===== config.mk =====
export PLATFORM = sky130hd
export DESIGN_NAME = uart_tx_ctrl
export DESIGN_NICKNAME = d
export VERILOG_FILES = /design/src/rtl/uart_pkg.sv /design/src/rtl/uart_baud_cnt.sv /design/src/rtl/uart_tx_ctrl.sv
export SDC_FILE = /design/constraint.sdc
export NUM_CORES = 1
export LEC_CHECK = 0
export BUFFER_PORTS_ARGS = -buffer_cell sky130_fd_sc_hd__buf_2
export CORE_MARGIN = 3
export CORE_UTILIZATION = 28
export DETAILED_ROUTE_END_ITERATION = 8
export HOLD_SLACK_MARGIN = 0.15
export PLACE_DENSITY = 0.56
export SLEW_MARGIN = 0
export SYNTH_ARGS = -nofsm -noshare
export SYNTH_HDL_FRONTEND = slang
export SYNTH_SLANG_ARGS = --single-unit
export TNS_END_PERCENT = 100

===== constraint.sdc =====
create_clock -name clk -period 3.3 [get_ports clk]
set_input_delay 0 -clock clk [delete_from_list [all_inputs] [get_ports clk]]
set_output_delay 0 -clock clk [all_outputs]
set_load 0.005 [all_outputs]

===== src/rtl/uart_pkg.sv =====
// Shared types and parameter limits for the UART transmit controller.
// Parameters outside these limits are rejected at elaboration.
package uart_pkg;

  typedef enum logic [2:0] {
    StIdle,
    StStart,
    StData,
    StParity,
    StStop
  } tx_state_e;

  localparam int unsigned ClksPerBitMin = 2;
  localparam int unsigned ClksPerBitMax = 65535;
  localparam int unsigned DataBitsMin   = 5;
  localparam int unsigned DataBitsMax   = 8;
  localparam int unsigned StopBitsMin   = 1;
  localparam int unsigned StopBitsMax   = 2;

  function automatic bit params_legal(input int unsigned clks_per_bit,
                                      input int unsigned data_bits,
                                      input int unsigned stop_bits);
    return (clks_per_bit >= ClksPerBitMin) && (clks_per_bit <= ClksPerBitMax) &&
           (data_bits >= DataBitsMin) && (data_bits <= DataBitsMax) &&
           (stop_bits >= StopBitsMin) && (stop_bits <= StopBitsMax);
  endfunction

endpackage


===== src/rtl/uart_baud_cnt.sv =====
// Baud counter: counts 0..CLKS_PER_BIT-1 while enabled and flags the last cycle of a bit.
// Wrapping on bit_end means every state entered on bit_end starts from zero.
module uart_baud_cnt #(
  parameter int unsigned CLKS_PER_BIT = 16
) (
  input  logic clk,
  input  logic rst,
  input  logic clr,
  input  logic en,
  output logic bit_end
);

  localparam int unsigned CntW = (CLKS_PER_BIT > 1) ? $clog2(CLKS_PER_BIT) : 1;
  localparam logic [CntW-1:0] LastCnt = CntW'(CLKS_PER_BIT - 1);

  logic [CntW-1:0] cnt_q;

  assign bit_end = (cnt_q == LastCnt);

  always_ff @(posedge clk or posedge rst) begin
    if (rst) begin
      cnt_q <= '0;
    end else if (clr) begin
      cnt_q <= '0;
    end else if (en) begin
      cnt_q <= bit_end ? '0 : cnt_q + 1'b1;
    end
  end

endmodule


===== src/rtl/uart_tx_ctrl.sv =====
// UART transmit controller: sequences start, data, optional parity and stop bits,
// driving an external shift register through load_en/shift_en.
module uart_tx_ctrl
  import uart_pkg::*;
#(
  parameter int unsigned CLKS_PER_BIT = 16,
  parameter int unsigned DATA_BITS    = 8,
  parameter int unsigned PARITY_EN    = 0,
  parameter int unsigned PARITY_ODD   = 0,
  parameter int unsigned STOP_BITS    = 1
) (
  input  logic       clk,
  input  logic       rst,
  input  logic       tx_valid,
  input  logic [7:0] tx_data,
  output logic       tx_ready,
  input  logic       sr_lsb,
  output logic       load_en,
  output logic       shift_en,
  output logic       tx_o,
  output logic       busy,
  output logic       done
);

  if (!params_legal(CLKS_PER_BIT, DATA_BITS, STOP_BITS)) begin : g_bad_params
    $error("uart_tx_ctrl: illegal CLKS_PER_BIT, DATA_BITS or STOP_BITS");
  end

  localparam logic [7:0] DataMask = 8'((1 << DATA_BITS) - 1);
  localparam logic [2:0] LastData = 3'(DATA_BITS - 1);
  localparam logic [2:0] LastStop = 3'(STOP_BITS - 1);
  localparam logic       ParOdd   = (PARITY_ODD != 0);
  localparam logic       ParEn    = (PARITY_EN != 0);

  tx_state_e  state_q;
  logic [2:0] bit_cnt_q;
  logic       parity_q;
  logic       bit_end;

  uart_baud_cnt #(
    .CLKS_PER_BIT(CLKS_PER_BIT)
  ) u_baud_cnt (
    .clk    (clk),
    .rst    (rst),
    .clr    (~busy),
    .en     (busy),
    .bit_end(bit_end)
  );

  // Gated by rst so a held tx_valid cannot pulse the shift register during reset.
  assign tx_ready = (state_q == StIdle);
  assign load_en  = tx_valid && tx_ready && !rst;
  assign busy     = (state_q != StIdle);
  assign shift_en = (state_q == StData) && bit_end;
  assign done     = (state_q == StStop) && bit_end && (bit_cnt_q == LastStop);

  always_comb begin
    tx_o = 1'b1;
    unique case (state_q)
      StIdle:   tx_o = 1'b1;
      StStart:  tx_o = 1'b0;
      StData:   tx_o = sr_lsb;
      StParity: tx_o = parity_q;
      StStop:   tx_o = 1'b1;
      default:  tx_o = 1'b1;
    endcase
  end

  always_ff @(posedge clk or posedge rst) begin
    if (rst) begin
      state_q   <= StIdle;
      bit_cnt_q <= '0;
      parity_q  <= 1'b0;
    end else begin
      unique case (state_q)
        StIdle: begin
          if (load_en) begin
            state_q  <= StStart;
            parity_q <= (^(tx_data & DataMask)) ^ ParOdd;
          end
        end
        StStart: begin
          if (bit_end) begin
            state_q   <= StData;
            bit_cnt_q <= '0;
          end
        end
        StData: begin
          if (bit_end) begin
            if (bit_cnt_q == LastData) begin
              state_q   <= ParEn ? StParity : StStop;
              bit_cnt_q <= '0;
            end else begin
              bit_cnt_q <= bit_cnt_q + 1'b1;
            end
          end
        end
        StParity: begin
          if (bit_end) begin
            state_q   <= StStop;
            bit_cnt_q <= '0;
          end
        end
        StStop: begin
          if (bit_end) begin
            if (bit_cnt_q == LastStop) begin
              state_q <= StIdle;
            end else begin
              bit_cnt_q <= bit_cnt_q + 1'b1;
            end
          end
        end
        default: state_q <= StIdle;
      endcase
    end
  end

endmodule


==> results.ini <==
[status]
status=finished clean

[power]
switching_share=0.359
power_frac_clock=0.183
sequentialPowerShare=0.455
leakagePower_nw=0.419
p_comb_frac=0.362
power.switching_uw=178
p_total_uw=495
ir_drop_uv=243
powerDensity_mw_per_mm2=590
p_int_uw=318

[final_layout]
drive_gt1_frac=0.263
area_growth_pct=19.0
antennaDiodeCount=0
nets=112

[die]
io_pins=18
core_sq_mm=0.00230
rows=17
fp.dieW_microns=56.2
start_util=0.307
dieArea_sq_mm=0.00316
die_h_microns=56.2

[timing]
finalClockSkew_ns=0.00175
rsz0062_at_grt=no
finalCritPeriodShare=0.479
max_freq_ghz=0.633
tightestPinTransition_ns=0.446
slew_viol_final=0
finalSetupViolations=0
finalHoldViolCount=0
fin_setup_tns_ns=0
finalCriticalPeriod_ns=1.58
slew_headroom=0.701

[critical_path]
worstPathArrival_ns=1.73
worstSetupEndpointType=flip-flop
worstPathRequired_ns=3.45
setup.worst_path.class=flip-flop to flip-flop
cp_top_family=simple AND/OR/NAND/NOR gates
slowest_delay_ns=0.51
reg2reg_slack_ns=1.72
reg2reg_depth=4
path_cells=or3b_4, nor2_2, o21ai_2, mux2_4
worstSetupStartpointType=flip-flop
cp_slowest_cell=dfrtp_1
r2r_start=state_q[2]
cp_num_buf_inv=0
worstPathMaxFanout=10
r2r-end=bit_cnt_q[0]

[cts]
cts_max_level=1
cts_sinks=11
cts_root_buffer=clkbuf_4
ctsResizeCount=0
hold_buffers=1
cts.path.max_buffers=2
cts_tree=yes
postCtsSetupBuffers=0
cts_buffers=3
clock_latency_ns=0.26
path_clk_slew_ns=0.07

[drt]
first_iter_violations=2
wire_per_inst_microns=10.6
ant_nets=0
vias=553
firstDrtPassIters=4
drc=0
vias_per_cell=4.50
wirelength_microns=1300

[synthesis]
netlist_top_cells_area=dfrtp_1 (39%), xnor2_1 (9.9%), ha_1 (7.1%)
synthTopCellsByCount=dfrtp_1 (11), nor2_1 (8), xnor2_1 (8)
syn-num-nets=91
ys.flop_type=dfrtp_1
yosys.area.top_type=dfrtp_1
yosysSeqAreaShare=0.390
syn_inst=75
synth_edf_count=0
syn_area_sq_um=706
synthArstFlopShare=1.00
ys_ff_latch=11
yosysMostFrequentCell=dfrtp_1
ys_warn_count=0
synth_top_area_share=0.390
ys_types=27
syn_avg_cell_area_sq_um=9.41

[worst_hold_path]
hold_path_class=input port to flip-flop
holdPathEnd=state_q[0]
hold_depth=4
hold_start=tx_valid

[global_routing]
grt_pass1_vias=548
grt-ovfl-total=0
grt_max_degree=12
grt_usage=0.0889
antenna_found_initial=0
grt_pass1_wl_microns=2190

[job]
maxCapViolations=0

[placed_design]
portBuffers=17
dp_hpwl_microns=1070
gp_congestion=0.765

[sequential cells by signal, summed over array words and instances, names as in the netlist]
| register | flops |
|---|---|
| u_baud_cnt.cnt_q | 4 |
| parity_q | 1 |
| bit_cnt_q | 3 |
| state_q | 3 |
[cells by family after synthesis]
group / Yosys count / share of synthesized area
AOI/OAI and AO/OA: 13 / 0.113
DFF: 11 / 0.390
xor gates and xnor gates: 8 / 0.0993
adders and majority gates: 4 / 0.0709
buffers and inverters: 8 / 0.0638
muxes: 3 / 0.0496
and+or+nand+nor: 28 / 0.213
[stage by stage]
stage                     hold WS, ns  setup slack [ns]  area (sq um)  instances  utilization
after floorplan                -0.148              1.82           706         75            -
after global placement         0.0216              1.78           803        118        0.350
after detailed placement       0.0268              1.73           803        118        0.350
after CTS                       0.210              1.68           840        123        0.365
after global routing            0.205              1.59           840        123        0.365
final                           0.198              1.72           840        123        0.365
[cell type report]
| class | count | area [sq um] |
|---|---|---|
| Fill cell | 237 | 1460 |
| Clock buffer | 4 | 26.3 |
| Tap cell | 28 | 35.0 |
| Sequential cell | 11 | 275 |
| Multi-Input combinational cell | 56 | 385 |
| Timing Repair Buffer | 18 | 95.1 |
| Inverter | 6 | 22.5 |
[worst max path at each step]
| stage | startpoint | to | slack [ns] | cells after the start |
|---|---|---|---|---|
| after global placement | state_q[2] | bit_cnt_q[0] | 1.78 | 4 |
| after CTS | state_q[2] | load_en | 1.68 | 3 |
| after detailed placement | state_q[2] | bit_cnt_q[0] | 1.73 | 4 |
| after global routing | state_q[2] | load_en | 1.59 | 3 |
| final | state_q[2] | bit_cnt_q[0] | 1.72 | 4 |
| after floorplan | state_q[1] | bit_cnt_q[0] | 1.82 | 5 |
[worst reg2reg max path: stages, from the launching register on]
cell and delay (ns):
dfrtp_1 0.51, or3b_4 0.44, nor2_2 0.11, o21ai_2 0.11
mux2_4 0.31
[layout by cell type, fill, tap and decap left out, types with 2 or more instances in the layout]
cell      Yosys  layout
a21oi_1       3       3
nand2_1       4       4
nor2b_1       4       4
and2_1        2       2
nor3_1        2       2
dfrtp_1      11      11
nand2b_1      2       2
xnor2_1       8       8
inv_1         6       6
mux2i_1       2       2
clkbuf_4      0       3
nor2_1        8       8
ha_1          4       4
o21ai_0       4       4
buf_2         0      17
[power by group through the flow]
stage / combinational [mW] / clock (mW) / sequential [mW]
global route: 0.204 / 0.105 / 0.233
detailed placement: 0.182 / 0 / 0.227
finish: 0.179 / 0.0907 / 0.225
CTS: 0.184 / 0.0956 / 0.225
global placement: 0.181 / 0 / 0.228
floorplan: 0.152 / 0 / 0.212
[per-layer routing]
metal,vias to the layer above,share of wire,wire [microns],global-route usage
li1,293,-,-,-
met5,-,0,0,0
met1,244,0.46,596,0.0999
met2,16,0.50,646,0.152
met4,0,0,0,0.0305
met3,0,0.044,57,0.0348
Power figures use the tool's default switching activity.
